===== config.mk =====
export PLATFORM = sky130hd
export DESIGN_NAME = readback_framer_flat
export DESIGN_NICKNAME = d
export VERILOG_FILES = /design/src/rtl/readback_framer_pkg.sv /design/src/rtl/readback_framer_if.sv /design/src/rtl/framer_record_buffer.sv /design/src/rtl/readback_framer.sv /design/src/flat_wrapper.sv
export SDC_FILE = /design/constraint.sdc
export NUM_CORES = 2
export LEC_CHECK = 0
export ABC_AREA = 1
export BUFFER_PORTS_ARGS = -buffer_cell sky130_fd_sc_hd__buf_2
export CAP_MARGIN = 25
export CORE_ASPECT_RATIO = 2
export CORE_UTILIZATION = 55
export DETAILED_ROUTE_END_ITERATION = 8
export PLACE_DENSITY = 0.71
export SYNTH_ARGS = -nofsm -noshare
export SYNTH_HDL_FRONTEND = slang
export SYNTH_SLANG_ARGS = --single-unit

===== constraint.sdc =====
create_clock -name sys_clk -period 4.7 [get_ports sys_clk]
set_input_delay 0.47 -clock sys_clk [delete_from_list [all_inputs] [get_ports sys_clk]]
set_output_delay 0.47 -clock sys_clk [all_outputs]
set_load 0.01 [all_outputs]

===== src/rtl/readback_framer_pkg.sv =====
// rtl/readback_framer_pkg.sv - shared types, header layout and helpers for the readback framer
package readback_framer_pkg;

    localparam int WORD_W = 32;
    localparam int LEN_W  = 8;

    localparam logic [7:0] HDR_MAGIC = 8'hA5;

    // Header word layout: {magic, tag, seq, len}
    localparam int HDR_LEN_LSB   = 0;
    localparam int HDR_SEQ_LSB   = 8;
    localparam int HDR_TAG_LSB   = 16;
    localparam int HDR_MAGIC_LSB = 24;

    typedef enum logic [2:0] {
        IDLE,
        COLLECT,
        HEADER,
        PAYLOAD,
        TRAILER
    } state_t;

    function automatic logic [WORD_W-1:0] make_header(
        input logic [7:0]       tag,
        input logic [7:0]       seq,
        input logic [LEN_W-1:0] len
    );
        logic [WORD_W-1:0] w;
        w = '0;
        w[HDR_MAGIC_LSB +: 8] = HDR_MAGIC;
        w[HDR_TAG_LSB   +: 8] = tag;
        w[HDR_SEQ_LSB   +: 8] = seq;
        w[HDR_LEN_LSB   +: 8] = len;
        return w;
    endfunction

endpackage


===== src/rtl/readback_framer_if.sv =====
// rtl/readback_framer_if.sv - record producer and FIFO write-side signals of the framer
interface readback_framer_if;
    import readback_framer_pkg::*;

    logic              rec_start;
    logic [7:0]        rec_tag;
    logic              rec_valid;
    logic [WORD_W-1:0] rec_data;
    logic              rec_last;
    logic              rec_ready;
    logic              fifo_full;
    logic              fifo_write;
    logic [WORD_W-1:0] fifo_data;

    // master: the environment around the framer (control_unit plus FIFO)
    modport master (
        output rec_start, rec_tag, rec_valid, rec_data, rec_last, fifo_full,
        input  rec_ready, fifo_write, fifo_data
    );

    modport slave (
        input  rec_start, rec_tag, rec_valid, rec_data, rec_last, fifo_full,
        output rec_ready, fifo_write, fifo_data
    );

endinterface


===== src/rtl/framer_record_buffer.sv =====
// rtl/framer_record_buffer.sv - 1W/1R record RAM with synchronous read and read-address prefetch
module framer_record_buffer #(
    parameter int DATA_W    = 32,
    parameter int MAX_WORDS = 64,
    parameter int ADDR_W    = 6
) (
    input  logic              sys_clk,
    input  logic              reset,
    input  logic              wr_en,
    input  logic [ADDR_W-1:0] wr_addr,
    input  logic [DATA_W-1:0] wr_data,
    input  logic              rd_restart,
    input  logic              rd_next,
    output logic [ADDR_W-1:0] rd_ptr,
    output logic [DATA_W-1:0] rd_data
);

    logic [DATA_W-1:0] mem [MAX_WORDS];
    logic [ADDR_W-1:0] rd_addr;

    // Read the address the pointer is about to hold, so rd_data always
    // matches rd_ptr one cycle later without a bubble.
    always_comb begin
        rd_addr = rd_ptr;
        if (rd_restart) begin
            rd_addr = '0;
        end else if (rd_next) begin
            rd_addr = rd_ptr + 1'b1;
        end
    end

    always_ff @(posedge sys_clk) begin
        if (reset) begin
            rd_ptr <= '0;
        end else begin
            rd_ptr <= rd_addr;
        end
    end

    always_ff @(posedge sys_clk) begin
        if (wr_en) begin
            mem[wr_addr] <= wr_data;
        end
        rd_data <= mem[rd_addr];
    end

endmodule


===== src/rtl/readback_framer.sv =====
// rtl/readback_framer.sv - frames variable-length readback records as header/payload/checksum into the readback FIFO
module readback_framer
    import readback_framer_pkg::*;
#(
    parameter int DATA_W    = 32,
    parameter int MAX_WORDS = 64,
    parameter int ADDR_W    = 6
) (
    input  logic             sys_clk,
    input  logic             reset,
    readback_framer_if.slave rec,
    output logic             busy,
    output logic [7:0]       seq_num,
    output logic             err_overflow,
    output logic             err_abort
);

    localparam logic [LEN_W-1:0] MAX_LEN = LEN_W'(MAX_WORDS);

    state_t            state;
    logic [7:0]        tag;
    logic [LEN_W-1:0]  len;
    logic [DATA_W-1:0] chk;

    logic              emit;
    logic              fifo_wr;
    logic              accept;
    logic              overflow_hit;
    logic              last_payload;
    logic [LEN_W-1:0]  base_len;
    logic [DATA_W-1:0] base_chk;
    logic [DATA_W-1:0] hdr_word;
    logic [DATA_W-1:0] buf_rd_data;
    logic [ADDR_W-1:0] buf_rd_ptr;
    logic [DATA_W-1:0] frame_word;

    assign emit     = (state == HEADER) || (state == PAYLOAD) || (state == TRAILER);
    assign fifo_wr  = emit && !rec.fifo_full;
    assign accept   = rec.rec_valid && (state == COLLECT);

    // A start in the same cycle as a word makes that word the first of the new record.
    assign base_len = rec.rec_start ? '0 : len;
    assign base_chk = rec.rec_start ? '0 : chk;

    // A full buffer cannot take another word, so even a final word beyond MAX_WORDS drops the record.
    assign overflow_hit = accept && (base_len == MAX_LEN);
    assign last_payload = (LEN_W'(buf_rd_ptr) == (len - 1'b1));
    assign hdr_word     = make_header(tag, seq_num, len);

    assign rec.rec_ready  = (state == COLLECT);
    assign rec.fifo_write = fifo_wr;
    assign rec.fifo_data  = frame_word;
    assign busy           = (state != IDLE);

    always_comb begin
        frame_word = '0;
        case (state)
            HEADER:  frame_word = hdr_word;
            PAYLOAD: frame_word = buf_rd_data;
            TRAILER: frame_word = chk ^ hdr_word;
            default: frame_word = '0;
        endcase
    end

    framer_record_buffer #(
        .DATA_W    (DATA_W),
        .MAX_WORDS (MAX_WORDS),
        .ADDR_W    (ADDR_W)
    ) u_record_buffer (
        .sys_clk    (sys_clk),
        .reset      (reset),
        .wr_en      (accept && !overflow_hit),
        .wr_addr    (base_len[ADDR_W-1:0]),
        .wr_data    (rec.rec_data),
        .rd_restart (state == HEADER),
        .rd_next    (fifo_wr && (state == PAYLOAD)),
        .rd_ptr     (buf_rd_ptr),
        .rd_data    (buf_rd_data)
    );

    always_ff @(posedge sys_clk) begin
        if (reset) begin
            state        <= IDLE;
            tag          <= '0;
            len          <= '0;
            chk          <= '0;
            seq_num      <= '0;
            err_overflow <= 1'b0;
            err_abort    <= 1'b0;
        end else begin
            case (state)
                IDLE: begin
                    if (rec.rec_start) begin
                        tag   <= rec.rec_tag;
                        len   <= '0;
                        chk   <= '0;
                        state <= COLLECT;
                    end else if (rec.rec_valid) begin
                        err_abort <= 1'b1;
                    end
                end
                COLLECT: begin
                    if (rec.rec_start) begin
                        err_abort <= 1'b1;
                        tag       <= rec.rec_tag;
                    end
                    if (overflow_hit) begin
                        err_overflow <= 1'b1;
                        state        <= IDLE;
                    end else if (accept) begin
                        len <= base_len + 1'b1;
                        chk <= base_chk ^ rec.rec_data;
                        if (rec.rec_last) begin
                            state <= HEADER;
                        end
                    end else begin
                        len <= base_len;
                        chk <= base_chk;
                    end
                end
                HEADER: begin
                    if (rec.rec_start) err_abort <= 1'b1;
                    if (fifo_wr) state <= PAYLOAD;
                end
                PAYLOAD: begin
                    if (rec.rec_start) err_abort <= 1'b1;
                    if (fifo_wr && last_payload) state <= TRAILER;
                end
                TRAILER: begin
                    if (rec.rec_start) err_abort <= 1'b1;
                    if (fifo_wr) begin
                        seq_num <= seq_num + 8'd1;
                        state   <= IDLE;
                    end
                end
                default: state <= IDLE;
            endcase
        end
    end

endmodule


===== src/flat_wrapper.sv =====
// flat-port wrapper written by rule: the top's interface ports become plain ports
module readback_framer_flat import readback_framer_pkg::*;
#(
    parameter int DATA_W    = 32,
    parameter int MAX_WORDS = 64,
    parameter int ADDR_W    = 6
)
  (sys_clk, reset, busy, seq_num, err_overflow, err_abort, rec_rec_start, rec_rec_tag, rec_rec_valid, rec_rec_data, rec_rec_last, rec_fifo_full, rec_rec_ready, rec_fifo_write, rec_fifo_data);
  readback_framer_if rec_i ();
  input  logic sys_clk;
  input  logic reset;
  output logic busy;
  output logic [7:0] seq_num;
  output logic err_overflow;
  output logic err_abort;
  input wire logic [$bits(rec_i.rec_start)-1:0] rec_rec_start;
  input wire logic [$bits(rec_i.rec_tag)-1:0] rec_rec_tag;
  input wire logic [$bits(rec_i.rec_valid)-1:0] rec_rec_valid;
  input wire logic [$bits(rec_i.rec_data)-1:0] rec_rec_data;
  input wire logic [$bits(rec_i.rec_last)-1:0] rec_rec_last;
  input wire logic [$bits(rec_i.fifo_full)-1:0] rec_fifo_full;
  output wire logic [$bits(rec_i.rec_ready)-1:0] rec_rec_ready;
  output wire logic [$bits(rec_i.fifo_write)-1:0] rec_fifo_write;
  output wire logic [$bits(rec_i.fifo_data)-1:0] rec_fifo_data;
  assign rec_i.rec_start = rec_rec_start;
  assign rec_i.rec_tag = rec_rec_tag;
  assign rec_i.rec_valid = rec_rec_valid;
  assign rec_i.rec_data = rec_rec_data;
  assign rec_i.rec_last = rec_rec_last;
  assign rec_i.fifo_full = rec_fifo_full;
  assign rec_rec_ready = rec_i.rec_ready;
  assign rec_fifo_write = rec_i.fifo_write;
  assign rec_fifo_data = rec_i.fifo_data;
  readback_framer #(.DATA_W(DATA_W), .MAX_WORDS(MAX_WORDS), .ADDR_W(ADDR_W)) u_core (.sys_clk(sys_clk), .reset(reset), .rec(rec_i), .busy(busy), .seq_num(seq_num), .err_overflow(err_overflow), .err_abort(err_abort));
endmodule

==> impl_metrics.ini <==
[power]
vdd_ir_drop_max_v = 0.000308
total_power_mw = 43.5
switchingPower_mw = 12.1
power_frac_seq = 0.494
cellLeakagePower_nw = 42.6
p_per_area_nw_per_um2 = 416
p_clk_frac = 0.361
pwr-share-comb = 0.145
switching_share = 0.278
p_int_mw = 31.4

[finish]
n_fill_cell = 13582
drive_gt1_frac = 0.0733
multi_input_area_um2 = 22500
area_growth_syn_to_layout_pct = 9.78
seqCellArea_um2 = 63500
nets = 9024

[global_routing]
grtUsageMet1 = 0.372
grt.total_usage = 0.324
grt_pass1_vias = 66914
grt_pass1_wl_mm = 418
gr-total-overflow = 0
grt_use_met2 = 0.552
busiest_layer = met2
grt_max_degree = 203
gr-usage-met3 = 0.0406
antenna_found_initial = 9

[yosys]
synthArstFlopShare = 0
synth_compound_area_frac = 0.0266
synth_top_cell_by_area = edfxtp_1
yosysWarnings = 0
avgSynthCellArea_um2 = 10.5
yosysSeqAreaShare = 0.667
synthTopCellsByArea = edfxtp_1 65%, nand3_1 8.9%, inv_1 7.0%
synth.ff_latch_count = 2147
yosys.area_share.simple = 0.202
synth_top_family_by_area = simple AND/OR/NAND/NOR gates
syn-cell-area_um2 = 95200
ys_types = 41
synthTopCellsByCount = 2048 x edfxtp_1, 1777 x inv_1, 1694 x nand3_1
yosysMostFrequentCell = edfxtp_1
synthMuxAreaShare = 0
netlist_instances = 9104
synth_xor_area_frac = 0.00193
synth-adder-area-share = 0.000657
yosysTopAreaCellShare = 0.646
synth-edff-count = 2048
synth_ff_type = edfxtp_1
synth_nets = 9155

[placed_design]
io_buffers = 90
gp_routability_congestion = 0.930
hpwl_mm = 164

[timing]
fmaxAchievable_mhz = 247
worst_slew_pin_slew_ns = 1.08
hold_viol_final = 0
finalSetupViolations = 0
rsz0062_at_grt = false
hold_slack_ns = 0.0121
layout_min_cycle_time_ns = 4.05
setup_tns_ns = 0
fin_skew_ns = 0.0466
slew_viol_final = 0
max_slew_margin = 0.282
finalCritPeriodShare = 0.861

[worst_setup_path]
crit_path_start_kind = flip-flop
r2r_start = u_core.state[0]$_SDFFE_PP0P_
path_class = reg -> out
cp_max_fo = 21
required_ns = 4.23
r2r_slack_ns = 0.81
end_kind = output port
worstPathArrival_ns = 3.58
r2r_end = u_core.u_record_buffer.rd_data[11]$_DFF_P_
r2r_cells = 13

[route]
route.detailed.drc = 0
drt-wirelength-per-cell_um = 24.9
drtAntennaViolNets = 0
num_vias = 68806
drt_iter0_markers = 8149
via_per_inst = 6.03
firstDrtPassIters = 9
wirelength_mm = 284

[clocking]
cts_sinks = 2147
cts-buffers-inserted = 185
clk-insertion-delay-late_ns = 0.84
root_buffer = clkbuf_16
cts.clk_slew.worst_paths_ns = 0.07
htreeDepth = 4
postCtsResizedCells = 0
tritoncts = yes
cts_buffer_depth = 4

[floorplan]
io_pins = 91
rows = 215
die_h_um = 590
core_um2 = 172000
die-area_um2 = 175000
die_width_um = 296
initial_core_util = 0.554

[worst_hold_path]
holdPathStages = 1
worstHoldStart = rec_rec_data[20]
hold_end = u_core.u_record_buffer.mem[39][20]$_DFFE_PP_
holdCritPathClass = in -> reg

[outcome]
outcome = completed

[run]
maxCapViolCount = 0
placed cells by master (no fill, tap or decap), types with 21 or more instances in the layout:
master / count
nand3_1: 1692
buf_4: 159
clkbuf_1: 21
clkinv_1: 31
dfxtp_1: 99
a21oi_1: 50
nor2_4: 65
inv_1: 1773
edfxtp_1: 2048
o21ai_1: 132
bufinv_16: 25
buf_2: 90
nor2_1: 62
clkbuf_16: 189
o211ai_1: 41
nand4_1: 707
nand2_1: 1494
clkinv_2: 37
o21ai_0: 218
buf_12: 52
repair_timing:
item                      CTS  global route
hold buffers               10             0
setup buffers               0             0
hold endpoints to repair   10             0
cell families after synthesis:
group,count (synthesis)
buffers and inverters,2412
adders and majority gates,5
DFF,2147
xor gates and xnor gates,21
AOI/OAI and AO/OA,466
and+or+nand+nor,4053
flip-flops by register name, indices dropped and copies added, names as in the netlist:
signal	count
u_core.state	3
u_core.err_overflow	1
u_core.tag	8
u_core.len	8
u_core.seq_num	8
u_core.u_record_buffer.rd_data	32
u_core.u_record_buffer.rd_ptr	6
u_core.u_record_buffer.mem	2048
u_core.chk	32
u_core.err_abort	1
final cells by class:
| class | instances | area share |
|---|---|---|
| Antenna cell | 12 | 0.000287 |
| Clock buffer | 211 | 0.0462 |
| Clock inverter | 115 | 0.0119 |
| Inverter | 1783 | 0.0643 |
| Multi-Input combinational cell | 4545 | 0.216 |
| Sequential cell | 2147 | 0.608 |
| Tap cell | 2278 | 0.0273 |
| Timing Repair Buffer | 311 | 0.0267 |
routing by layer:
layer	up-vias	share of wire
met5	-	0.000046
met4	2	0.085
met3	1013	0.081
met2	3882	0.50
met1	33259	0.33
li1	30650	-
worst max-delay path by stage:
stage               cells after the start                                          end  slack (ns)                          from
finish                                  7                             rec_fifo_data[6]        0.65  u_core.state[0]$_SDFFE_PP0P_
global route                            7                             rec_fifo_data[6]        0.50  u_core.state[0]$_SDFFE_PP0P_
CTS                                     7                             rec_fifo_data[6]        0.71  u_core.state[0]$_SDFFE_PP0P_
detailed placement                     13   u_core.u_record_buffer.rd_data[26]$_DFF_P_        0.90  u_core.state[0]$_SDFFE_PP0P_
global placement                       14   u_core.u_record_buffer.rd_data[12]$_DFF_P_        0.92  u_core.state[0]$_SDFFE_PP0P_
floorplan                               8  u_core.u_record_buffer.mem[31][0]$_DFFE_PP_        0.58                 rec_rec_start
critical path: stages, from the launching register on:
cell and delay (ns):
dfxtp_1 0.62, nor3_2 0.09, buf_4 0.23, inv_1 0.65
nand2_1 0.59, nand3_1 0.20, nand2_1 0.18, buf_2 0.20
metrics by stage:
| step | setup WS [ns] | instances | cell area, µm² | utilization |
|---|---|---|---|---|
| after detailed placement | 0.896 | 11053 | 98200 | 0.572 |
| after global placement | 0.922 | 11053 | 98200 | 0.572 |
| after floorplan | 0.576 | 9104 | 95200 | - |
| after global routing | 0.498 | 11399 | 104000 | 0.609 |
| after CTS | 0.710 | 11389 | 104000 | 0.608 |
| final | 0.652 | 11402 | 104000 | 0.609 |
power groups by stage:
stage                     Combinational, mW  Sequential [mW]  Clock, mW
after floorplan                        4.15             21.6          0
after global placement                 6.08             21.9          0
after detailed placement               6.18             21.9          0
after CTS                              6.21             21.5       15.8
after global routing                   6.79             21.4       16.4
final                                  6.31             21.5       15.7
Note: power is estimated with default switching activity, not from simulation.
